### src/rtl/bram_bank_arbiter_pkg.sv
`default_nettype none
//============================================================================
// Module      : bram_bank_arbiter_pkg
// Description : Shared width helper and priority encoding for the bank arbiter.
// Revision    : 1.0 - initial release
//============================================================================
package bram_bank_arbiter_pkg;

    // Ceiling log2, usable in parameter elaboration.
    function automatic int log2_ceil(input int value);
        int r;
        r = 0;
        for (int i = 0; i < 31; i++) begin
            if ((1 << i) < value) begin
                r = i + 1;
            end
        end
        return r;
    endfunction

    function automatic int bank_bits_f(input int banks);
        return log2_ceil(banks);
    endfunction

    function automatic int out_addr_f(input int out_depth);
        return log2_ceil(out_depth);
    endfunction

    typedef enum logic {
        PRIO_A = 1'b0,
        PRIO_B = 1'b1
    } prio_e;

endpackage : bram_bank_arbiter_pkg
`default_nettype wire

### src/rtl/bram_bank_arbiter_rd_tag_pipe.sv
`default_nettype none
//============================================================================
// Module      : rd_tag_pipe
// Description : Delay line of {valid, bank} tags matching the bank read latency.
// Revision    : 1.0 - initial release
//============================================================================
module rd_tag_pipe #(
    parameter int RD_LAT    = 1,
    parameter int BANK_BITS = 2
) (
    input  logic                 clk,
    input  logic                 rst,
    input  logic                 push_i,
    input  logic [BANK_BITS-1:0] bank_i,
    output logic                 valid_o,
    output logic [BANK_BITS-1:0] bank_o
);

    logic [RD_LAT-1:0]    valid_q;
    logic [BANK_BITS-1:0] bank_q [RD_LAT];

    always_ff @(posedge clk) begin
        if (rst) begin
            valid_q <= '0;
            for (int i = 0; i < RD_LAT; i++) begin
                bank_q[i] <= '0;
            end
        end else begin
            valid_q[0] <= push_i;
            bank_q[0]  <= bank_i;
            for (int i = 1; i < RD_LAT; i++) begin
                valid_q[i] <= valid_q[i-1];
                bank_q[i]  <= bank_q[i-1];
            end
        end
    end

    assign valid_o = valid_q[RD_LAT-1];
    assign bank_o  = bank_q[RD_LAT-1];

endmodule : rd_tag_pipe
`default_nettype wire

### src/rtl/bram_bank_arbiter.sv
`default_nettype none
//============================================================================
// Module      : bram_bank_arbiter
// Description : Two-requester arbiter onto low-order interleaved BRAM banks.
// Revision    : 1.0 - initial release
//============================================================================
module bram_bank_arbiter
    import bram_bank_arbiter_pkg::*;
#(
    parameter int  BANKS      = 4,
    parameter int  DATA_WIDTH = 16,
    parameter int  OUT_DEPTH  = 256,
    parameter int  RD_LAT     = 1,
    localparam int BANK_BITS  = bank_bits_f(BANKS),
    localparam int OUT_ADDR   = out_addr_f(OUT_DEPTH),
    localparam int IN_ADDR    = OUT_ADDR + BANK_BITS,
    localparam int WE         = DATA_WIDTH / 8
) (
    input  logic                           clk,
    input  logic                           rst,

    input  logic                           a_req_valid_i,
    output logic                           a_req_ready_o,
    input  logic [IN_ADDR-1:0]             a_req_addr_i,
    input  logic [WE-1:0]                  a_req_we_i,
    input  logic [DATA_WIDTH-1:0]          a_req_wrdata_i,
    output logic                           a_rsp_valid_o,
    output logic [DATA_WIDTH-1:0]          a_rsp_rddata_o,

    input  logic                           b_req_valid_i,
    output logic                           b_req_ready_o,
    input  logic [IN_ADDR-1:0]             b_req_addr_i,
    input  logic [WE-1:0]                  b_req_we_i,
    input  logic [DATA_WIDTH-1:0]          b_req_wrdata_i,
    output logic                           b_rsp_valid_o,
    output logic [DATA_WIDTH-1:0]          b_rsp_rddata_o,

    output logic [BANKS-1:0]               bram_en_o,
    output logic [BANKS*WE-1:0]            bram_we_o,
    output logic [BANKS*OUT_ADDR-1:0]      bram_addr_o,
    output logic [BANKS*DATA_WIDTH-1:0]    bram_wrdata_o,
    input  logic [BANKS*DATA_WIDTH-1:0]    bram_rddata_i,

    output logic [15:0]                    conflict_cnt_o
);

    prio_e                prio_q, prio_d;
    logic [15:0]          cnt_q, cnt_d;
    logic [BANK_BITS-1:0] a_bank, b_bank;
    logic                 conflict;
    logic                 a_grant, b_grant;
    logic                 a_tag_valid, b_tag_valid;
    logic [BANK_BITS-1:0] a_tag_bank, b_tag_bank;

    assign a_bank   = a_req_addr_i[BANK_BITS-1:0];
    assign b_bank   = b_req_addr_i[BANK_BITS-1:0];
    assign conflict = a_req_valid_i && b_req_valid_i && (a_bank == b_bank);

    // Grants stay combinational so a request is accepted in the cycle it is seen.
    assign a_grant = !rst && a_req_valid_i && (!conflict || (prio_q == PRIO_A));
    assign b_grant = !rst && b_req_valid_i && (!conflict || (prio_q == PRIO_B));

    assign a_req_ready_o = a_grant;
    assign b_req_ready_o = b_grant;

    always_comb begin
        prio_d = prio_q;
        cnt_d  = cnt_q;
        if (conflict) begin
            prio_d = (prio_q == PRIO_A) ? PRIO_B : PRIO_A;
            if (cnt_q != 16'hFFFF) begin
                cnt_d = cnt_q + 16'd1;
            end
        end
    end

    always_ff @(posedge clk) begin
        if (rst) begin
            prio_q <= PRIO_A;
            cnt_q  <= '0;
        end else begin
            prio_q <= prio_d;
            cnt_q  <= cnt_d;
        end
    end

    assign conflict_cnt_o = cnt_q;

    always_comb begin
        bram_en_o     = '0;
        bram_we_o     = '0;
        bram_addr_o   = '0;
        bram_wrdata_o = '0;
        for (int i = 0; i < BANKS; i++) begin
            if (a_grant && (a_bank == BANK_BITS'(i))) begin
                bram_en_o[i]                               = 1'b1;
                bram_we_o[i*WE +: WE]                      = a_req_we_i;
                bram_addr_o[i*OUT_ADDR +: OUT_ADDR]        = a_req_addr_i[IN_ADDR-1:BANK_BITS];
                bram_wrdata_o[i*DATA_WIDTH +: DATA_WIDTH]  = a_req_wrdata_i;
            end else if (b_grant && (b_bank == BANK_BITS'(i))) begin
                bram_en_o[i]                               = 1'b1;
                bram_we_o[i*WE +: WE]                      = b_req_we_i;
                bram_addr_o[i*OUT_ADDR +: OUT_ADDR]        = b_req_addr_i[IN_ADDR-1:BANK_BITS];
                bram_wrdata_o[i*DATA_WIDTH +: DATA_WIDTH]  = b_req_wrdata_i;
            end
        end
    end

    rd_tag_pipe #(
        .RD_LAT    (RD_LAT),
        .BANK_BITS (BANK_BITS)
    ) u_a_tags (
        .clk     (clk),
        .rst     (rst),
        .push_i  (a_grant && (a_req_we_i == '0)),
        .bank_i  (a_bank),
        .valid_o (a_tag_valid),
        .bank_o  (a_tag_bank)
    );

    rd_tag_pipe #(
        .RD_LAT    (RD_LAT),
        .BANK_BITS (BANK_BITS)
    ) u_b_tags (
        .clk     (clk),
        .rst     (rst),
        .push_i  (b_grant && (b_req_we_i == '0)),
        .bank_i  (b_bank),
        .valid_o (b_tag_valid),
        .bank_o  (b_tag_bank)
    );

    // Tags still in the pipe during reset are masked here and flushed at the edge.
    assign a_rsp_valid_o = !rst && a_tag_valid;
    assign b_rsp_valid_o = !rst && b_tag_valid;

    always_comb begin
        a_rsp_rddata_o = '0;
        b_rsp_rddata_o = '0;
        for (int i = 0; i < BANKS; i++) begin
            if (a_rsp_valid_o && (a_tag_bank == BANK_BITS'(i))) begin
                a_rsp_rddata_o = bram_rddata_i[i*DATA_WIDTH +: DATA_WIDTH];
            end
            if (b_rsp_valid_o && (b_tag_bank == BANK_BITS'(i))) begin
                b_rsp_rddata_o = bram_rddata_i[i*DATA_WIDTH +: DATA_WIDTH];
            end
        end
    end

endmodule : bram_bank_arbiter
`default_nettype wire

### config.mk
export PLATFORM = sky130hd
export DESIGN_NAME = bram_bank_arbiter
export DESIGN_NICKNAME = d
export VERILOG_FILES = /design/src/rtl/bram_bank_arbiter_pkg.sv /design/src/rtl/bram_bank_arbiter_rd_tag_pipe.sv /design/src/rtl/bram_bank_arbiter.sv
export SDC_FILE = /design/constraint.sdc
export NUM_CORES = 1
export LEC_CHECK = 0
export ABC_AREA = 0
export CAP_MARGIN = 10
export CORE_AREA = 2 2 112 114
export CTS_BUF_LIST = sky130_fd_sc_hd__clkbuf_8
export DETAILED_ROUTE_END_ITERATION = 12
export DIE_AREA = 0 0 114 116
export PLACE_DENSITY = 0.72
export SETUP_SLACK_MARGIN = 0.5
export SLEW_MARGIN = 20
export SYNTH_ARGS = -nofsm -noshare
export SYNTH_HDL_FRONTEND = slang
export SYNTH_SLANG_ARGS = --single-unit
### constraint.sdc
create_clock -name clk -period 4.76 [get_ports clk]
set_input_delay 0.714 -clock clk [delete_from_list [all_inputs] [get_ports clk]]
set_output_delay 0.714 -clock clk [all_outputs]
set_load 0.005 [all_outputs]
==> flow_summary.yaml, run 1 <==
run_status:
  status: "finished clean"
cells_and_area:
  layout_common_cells: "clkdlybuf4s50_1, a22o_1, nor2b_1"
  syn2layout_area_growth_pct: 91.5
  drive_above_1_share_pct: 11.9
  final_common_cell: "clkdlybuf4s50_1"
  utilization_pct: 53.4
  fin_nets: 740
synthesis:
  yosysWarnings: 0
  synth_top_area_cell: "a22o_1"
  syn_avg_cell_area_um2: 9.41
  synth_area_um2: 3320
  synth_top_area_share_pct: 27.4
  synthCells: 353
  synth-seq-cells: 23
  synth.area.top_cells: "a22o_1, mux4_2, dfxtp_1"
  syn-num-nets: 478
  yosysSeqAreaShare_pct: 13.9
  synthDistinctLibCells: 44
power_and_ir_drop:
  ir_worst_vdd_mv: 0.0879
  p_per_area_nw_per_um2: 108
  leakagePower_nw: 2.17
global_routing:
  antenna_found_initial: 0
  top_usage_layer: "met2"
  grt_overflow: 0
  grt_util_met3_pct: 4.97
  gr-usage-met1_pct: 24.9
  grt_util_met2_pct: 41.9
  grt_use_total_pct: 22.3
  grt_start_max_net_pins: 28
  grt_pass1_vias: 4395
  grt_pass1_wl_um: 23700
floorplan:
  die_y_um: 116
  core_area_um2: 11900
  initial_core_util_pct: 27.9
  ioPinCount: 284
  die_x_um: 114
  row_count: 40
  dieArea_um2: 13200
clock_network:
  cts_sinks: 23
  path_clk_slew_ns: 0.08
  cts_setup_buffers: 0
  cts_tree: "done"
  cts_buffers: 3
  cts_repair_resize_count: 3
  clock_latency_ns: 0.27
  h-tree-depth: 1
  cts_hold_buf: 0
  clockBufferDepth: 2
  cts-root-buf: "clkbuf_8"
placement:
  dp_hpwl_um: 12400
  io_buffers: 283
  gp_congestion: 0.868
sta:
  rsz0062_at_grt: "false"
  fin_crit_ns: 4.16
  fin_crit_sh_pct: 87.3
  hold_violations: 0
  finalSetupViolCount: 0
  tns_ns: 0
  maxSlewHeadroom_pct: 44.6
  timing.fmax_mhz: 241
  drv_slew: 0
  tightest_slew_ns: 0.829
  fin_skew_ns: 0.00584
detailed_routing:
  drtPass1Iterations: 5
  drc_errors: 0
  num_vias: 4372
  initialDrtViolationCount: 309
  wire_per_inst_um: 20.8
  antenna_left: 0
  wl_um: 15800
  vias_per_cell: 5.74
setup_path:
  crit_buf_inv: 4
  endpoint_kind: "primary output"
  cp_top_family: "buffers and inverters"
  cp_cell_sequence: "clkdlybuf4s50_1, xor2_4, o311ai_4, buf_4, nor3b_4, buf_4, a22o_1, clkdlybuf4s50_1"
  crit_type: "primary input to primary output"
  crit_fanout: 27
  max_stage_delay_ns: 0.79
  crit_path_top_delay_cell: "clkdlybuf4s50_1"
  cp.arrival_ns: 3.44
  cp.required_ns: 4.05
  start_kind: "primary input"
run:
  cap_violations: 0
min_path:
  hold_class: "flop to flop"
state kept, by name, indices dropped and copies added (netlist names):
register	cells
conflict_cnt_o	16
u_a_tags.valid_o	1
u_a_tags.bank_q	2
u_b_tags.valid_o	1
prio_q	1
u_b_tags.bank_q	2
synthesized netlist by cell type:
| cell type | number |
|---|---|
| a22o_1 | 104 |
| nor2b_1 | 43 |
| mux4_2 | 32 |
| dfxtp_1 | 23 |
| buf_2 | 18 |
| clkbuf_1 | 13 |
| nand2_1 | 11 |
| nor2_1 | 11 |
| inv_1 | 8 |
| nor3_1 | 8 |
| or2_2 | 6 |
| and3_1 | 5 |
| mux2_2 | 5 |
| nand3_1 | 5 |
| nor4_1 | 5 |
| a21oi_1 | 4 |
| a31oi_1 | 4 |
| buf_6 | 4 |
| o41ai_1 | 4 |
| nand4_1 | 3 |
| o21ai_0 | 3 |
| o311ai_0 | 3 |
| or3_1 | 3 |
| or4_1 | 3 |
| and4_1 | 2 |
| nor3_2 | 2 |
| nor3b_2 | 2 |
| o31ai_1 | 2 |
| xor2_2 | 2 |
| a211oi_1 | 1 |
| a21oi_2 | 1 |
| a311oi_1 | 1 |
| buf_1 | 1 |
| ha_1 | 1 |
| nand3b_1 | 1 |
| nand4bb_1 | 1 |
| nor2_2 | 1 |
| nor3b_1 | 1 |
| nor4_2 | 1 |
| o22ai_1 | 1 |
| o311ai_4 | 1 |
| o41ai_2 | 1 |
| or3b_2 | 1 |
| xor2_1 | 1 |
cell families after synthesis:
group                    Yosys count  synth area share (%)
AND/OR/NAND/NOR                  115                  20.9
AO/OA/AOI/OAI                    130                  33.7
buffers and inverters             44                  6.55
adder cells (fa/ha/maj)            1                 0.376
multiplexers                      37                  23.4
XOR/XNOR                           3                  1.24
flip-flops                        23                  13.9
through the flow:
step | instances | worst slack [ns] | cell area, um^2 | total power (W) | hold slack (ns)
2_1_floorplan | 353 | 1.91 | 3320 | 0.000339 | 0.475
3_3_place_gp | 757 | 0.439 | 6270 | 0.000556 | 0.502
3_5_place_dp | 757 | 0.263 | 6270 | 0.000562 | 0.514
4_1_cts | 761 | 0.581 | 6340 | 0.000685 | 0.527
5_1_grt | 761 | 0.478 | 6360 | 0.000720 | 0.596
6_report | 762 | 0.603 | 6360 | 0.000684 | 0.531
cell type report:
type / instances / area (um^2)
fill: 1069 / 5550
timing repair buffer: 293 / 2920
multi-input combinational: 286 / 2720
sequential: 23 / 463
tap: 147 / 184
clock buffer: 3 / 41.3
inverter: 8 / 30.0
clock inverter: 1 / 5.00
antenna: 1 / 2.50
metal layers:
| layer | vias to the layer above | wire [um] |
|---|---|---|
| met5 | - | 0 |
| met4 | 0 | 309 |
| met3 | 24 | 1380 |
| met2 | 249 | 8210 |
| met1 | 2125 | 5940 |
| li1 | 1974 | - |
worst reg2reg max path, cell delays in order (launching register included):
cell,delay (ns)
dfxtp_1,0.45
ha_1,0.25
nand4_1,0.34
nor4_1,0.62
nor3_1,0.13
mux2_2,0.29
worst paths after layout:
kind	end	slack [ns]	from	cells after the start
max	bram_wrdata_o[37]	0.60	a_req_addr_i[0]	8
min	conflict_cnt_o[8]$_SDFFE_PP0P_	0.53	conflict_cnt_o[8]$_SDFFE_PP0P_	2
max reg2reg	conflict_cnt_o[9]$_SDFFE_PP0P_	2.57	conflict_cnt_o[1]$_SDFFE_PP0P_	5
min reg2reg	conflict_cnt_o[8]$_SDFFE_PP0P_	0.53	conflict_cnt_o[8]$_SDFFE_PP0P_	2
power breakdown:
part,total [W],switching [W],internal (W)
clock network,0.000122,0.0000633,0.0000584
registers,0.000211,0.0000156,0.000196
logic,0.000352,0.000122,0.000230
No activity file was read; power rests on OpenSTA's default activity.
==> run 2: changes to the inputs <==
--- a/config.mk
+++ b/config.mk
@@ -5,13 +5,14 @@
 export SDC_FILE = /design/constraint.sdc
 export NUM_CORES = 1
 export LEC_CHECK = 0
-export ABC_AREA = 0
+export ABC_AREA = 1
 export CAP_MARGIN = 10
 export CORE_AREA = 2 2 112 114
 export CTS_BUF_LIST = sky130_fd_sc_hd__clkbuf_8
 export DETAILED_ROUTE_END_ITERATION = 12
 export DIE_AREA = 0 0 114 116
-export PLACE_DENSITY = 0.72
+export MAX_ROUTING_LAYER = met4
+export PLACE_DENSITY = 0.75
 export SETUP_SLACK_MARGIN = 0.5
 export SLEW_MARGIN = 20
 export SYNTH_ARGS = -nofsm -noshare
==> run 2 against run 1 <==
- via count is 38% higher
- flip-flop and latch count stayed put
- critical path type unchanged
- cell count is 51% higher
- sequential power is 6% lower
==> flow_summary.yaml, run 2 <==
placement:
  gp_congestion: 0.880
  place_inst: 1146
  dp_hpwl_um: 14300
  io_buffers: 283
global_routing:
  grt_use_total_pct: 27.4
  antenna_found_initial: 1
  grt_overflow: 0
  grt_pass1_wl_um: 28400
  grt_pass1_vias: 5402
  grt_start_max_net_pins: 83
sta:
  hold_violations: 0
  drv_slew: 0
  fin_crit_ns: 3.92
  maxSlewHeadroom_pct: 51.5
  tightest_slew_ns: 0.726
  finalSetupViolCount: 0
  timing.fmax_mhz: 255
  tns_ns: 0
  fin_crit_sh_pct: 82.3
  fin_skew_ns: 0.00864
  rsz0062_at_grt: "false"
cells_and_area:
  syn2layout_area_growth_pct: 81.2
  fin_nets: 1129
  drive_above_1_share_pct: 3.79
  utilization_pct: 56.6
  layoutNonFillerInstCount: 1151
  fillers: 1223
  largest_reg_flops: 16
  layout.area.seq_um2: 460
  final_common_cell: "clkdlybuf4s50_1"
  layout_common_cells: "clkdlybuf4s50_1, nand2_1, nand3_1"
  multi_input_area_um2: 2810
detailed_routing:
  antenna_left: 0
  wire_per_inst_um: 16.5
  vias_per_cell: 5.23
  num_vias: 6014
  wl_um: 19000
  drc_errors: 0
  drtPass1Iterations: 5
  initialDrtViolationCount: 585
power_and_ir_drop:
  power.switching_w: 0.000237
  swShare_pct: 35.0
  p_comb_share_pct: 52.9
  leakagePower_nw: 3.06
  p_per_area_nw_per_um2: 100
  p_int_w: 0.000440
  clockPowerShare_pct: 17.8
  seqPwrFrac_pct: 29.4
  ir_worst_vdd_mv: 0.0974
setup_path:
  crit_fanout: 16
  crit_type: "primary input to primary output"
  cp.required_ns: 4.05
  cp_cell_sequence: "clkdlybuf4s50_1, nor2_1, nand3_1, o22ai_1, a21oi_1, o21ai_0, clkdlybuf4s50_1"
  cp.arrival_ns: 3.20
  start_kind: "primary input"
  crit_path_top_delay_cell: "nand3_1"
  cp-startpoint: "rst"
  r2r_start: "conflict_cnt_o[0]$_SDFFE_PP0P_"
  max_stage_delay_ns: 0.59
  endpoint_kind: "primary output"
  crit_path_frequent_cell: "clkdlybuf4s50_1"
floorplan:
  core_area_um2: 11900
  row_count: 40
  die_y_um: 116
  ioPinCount: 284
  initial_core_util_pct: 31.3
  die_x_um: 114
  dieArea_um2: 13200
synthesis:
  synth.area.top_cells: "nand3_1, nand2_1, dfxtp_1"
  synthMostInstantiatedCell: "nand2_1"
  synthDistinctLibCells: 25
  async_reset_ff_share_pct: 0
  synth_top_area_share_pct: 26.5
  synth-seq-cells: 23
  synth_area_um2: 3720
  yosysWarnings: 0
  syn_avg_cell_area_um2: 4.99
  synthCells: 747
  syn-num-nets: 872
  synth_top_area_cell: "nand3_1"
  ys_top_cells_by_count: "nand2_1, nand3_1, inv_1"
  ys.flop_type: "dfxtp_1"
  synth_edf_count: 0
  yosysSeqAreaShare_pct: 12.4
clock_network:
  cts_setup_buffers: 0
  cts_repair_resize_count: 0
  cts-root-buf: "clkbuf_8"
  cts_buffers: 3
  clockBufferDepth: 2
  path_clk_slew_ns: 0.08
  cts_hold_buf: 0
  cts_tree: "done"
  h-tree-depth: 1
  cts_sinks: 23
  clock_latency_ns: 0.27
min_path:
  hold_class: "flop to flop"
  hp-start: "prio_q$_SDFFE_PP0N_"
run_status:
  status: "finished clean"
run:
  cap_violations: 0
[run 2: cell families (layout without fill, tap and decap cells)]
group	after synthesis	in the layout	share of synthesized area, %
XOR/XNOR	5	5	1.18
AND/OR/NAND/NOR	507	507	59.6
AO/OA/AOI/OAI	93	93	13.6
flip-flops	23	23	12.4
buffers and inverters	118	374	13.0
other	0	1	0
adder cells (fa/ha/maj)	1	1	0.336
[run 2: worst max-delay path, delay by kind of cell]
family / cells / cell delay, ns
AO/OA/AOI/OAI: 3 / 0.56
AND/OR/NAND/NOR: 2 / 0.90
buffers and inverters: 2 / 1.02
[run 2: path summary, 6_finish.rpt]
check	to	slack, ns	cells past startpoint
worst max-delay path	b_rsp_rddata_o[14]	0.84	7
worst min-delay path	prio_q$_SDFFE_PP0N_	0.48	2
worst max register to register	conflict_cnt_o[9]$_SDFFE_PP0P_	2.85	7
worst min register to register	prio_q$_SDFFE_PP0N_	0.48	2
[run 2: per-layer routing]
layer  wire, um  GRT usage [%]  vias up
li1           -              -     2981
met1       7420           33.3     2683
met2       9260           46.6      318
met3       1930           6.01       32
met4        412           6.18        0
met5          0              -        -
[run 2: stage by stage]
step / hold WS (ns) / total power (W) / instance area [um^2] / worst slack, ns
global placement: 0.470 / 0.000557 / 6700 / 0.877
CTS: 0.484 / 0.000678 / 6750 / 0.856
floorplan: 0.454 / 0.000318 / 3720 / 2.38
finish: 0.485 / 0.000677 / 6750 / 0.843
detailed placement: 0.469 / 0.000557 / 6700 / 0.858
global route: 0.499 / 0.000718 / 6750 / 0.666
[run 2: layout make-up]
class,instances,area share [%]
clock inverter,1,0.0556
inverter,73,4.06
antenna,1,0.0371
multi-input combinational,606,41.6
timing repair buffer,297,44.1
clock buffer,3,0.612
sequential,23,6.82
tap,147,2.73
[run 2: power by group through the flow]
stage	Combinational, W	Clock [W]	Sequential [W]
2_1_floorplan	0.000115	0	0.000203
3_3_place_gp	0.000354	0	0.000203
3_5_place_dp	0.000354	0	0.000203
4_1_cts	0.000356	0.000124	0.000199
5_1_grt	0.000384	0.000135	0.000199
6_report	0.000358	0.000120	0.000199
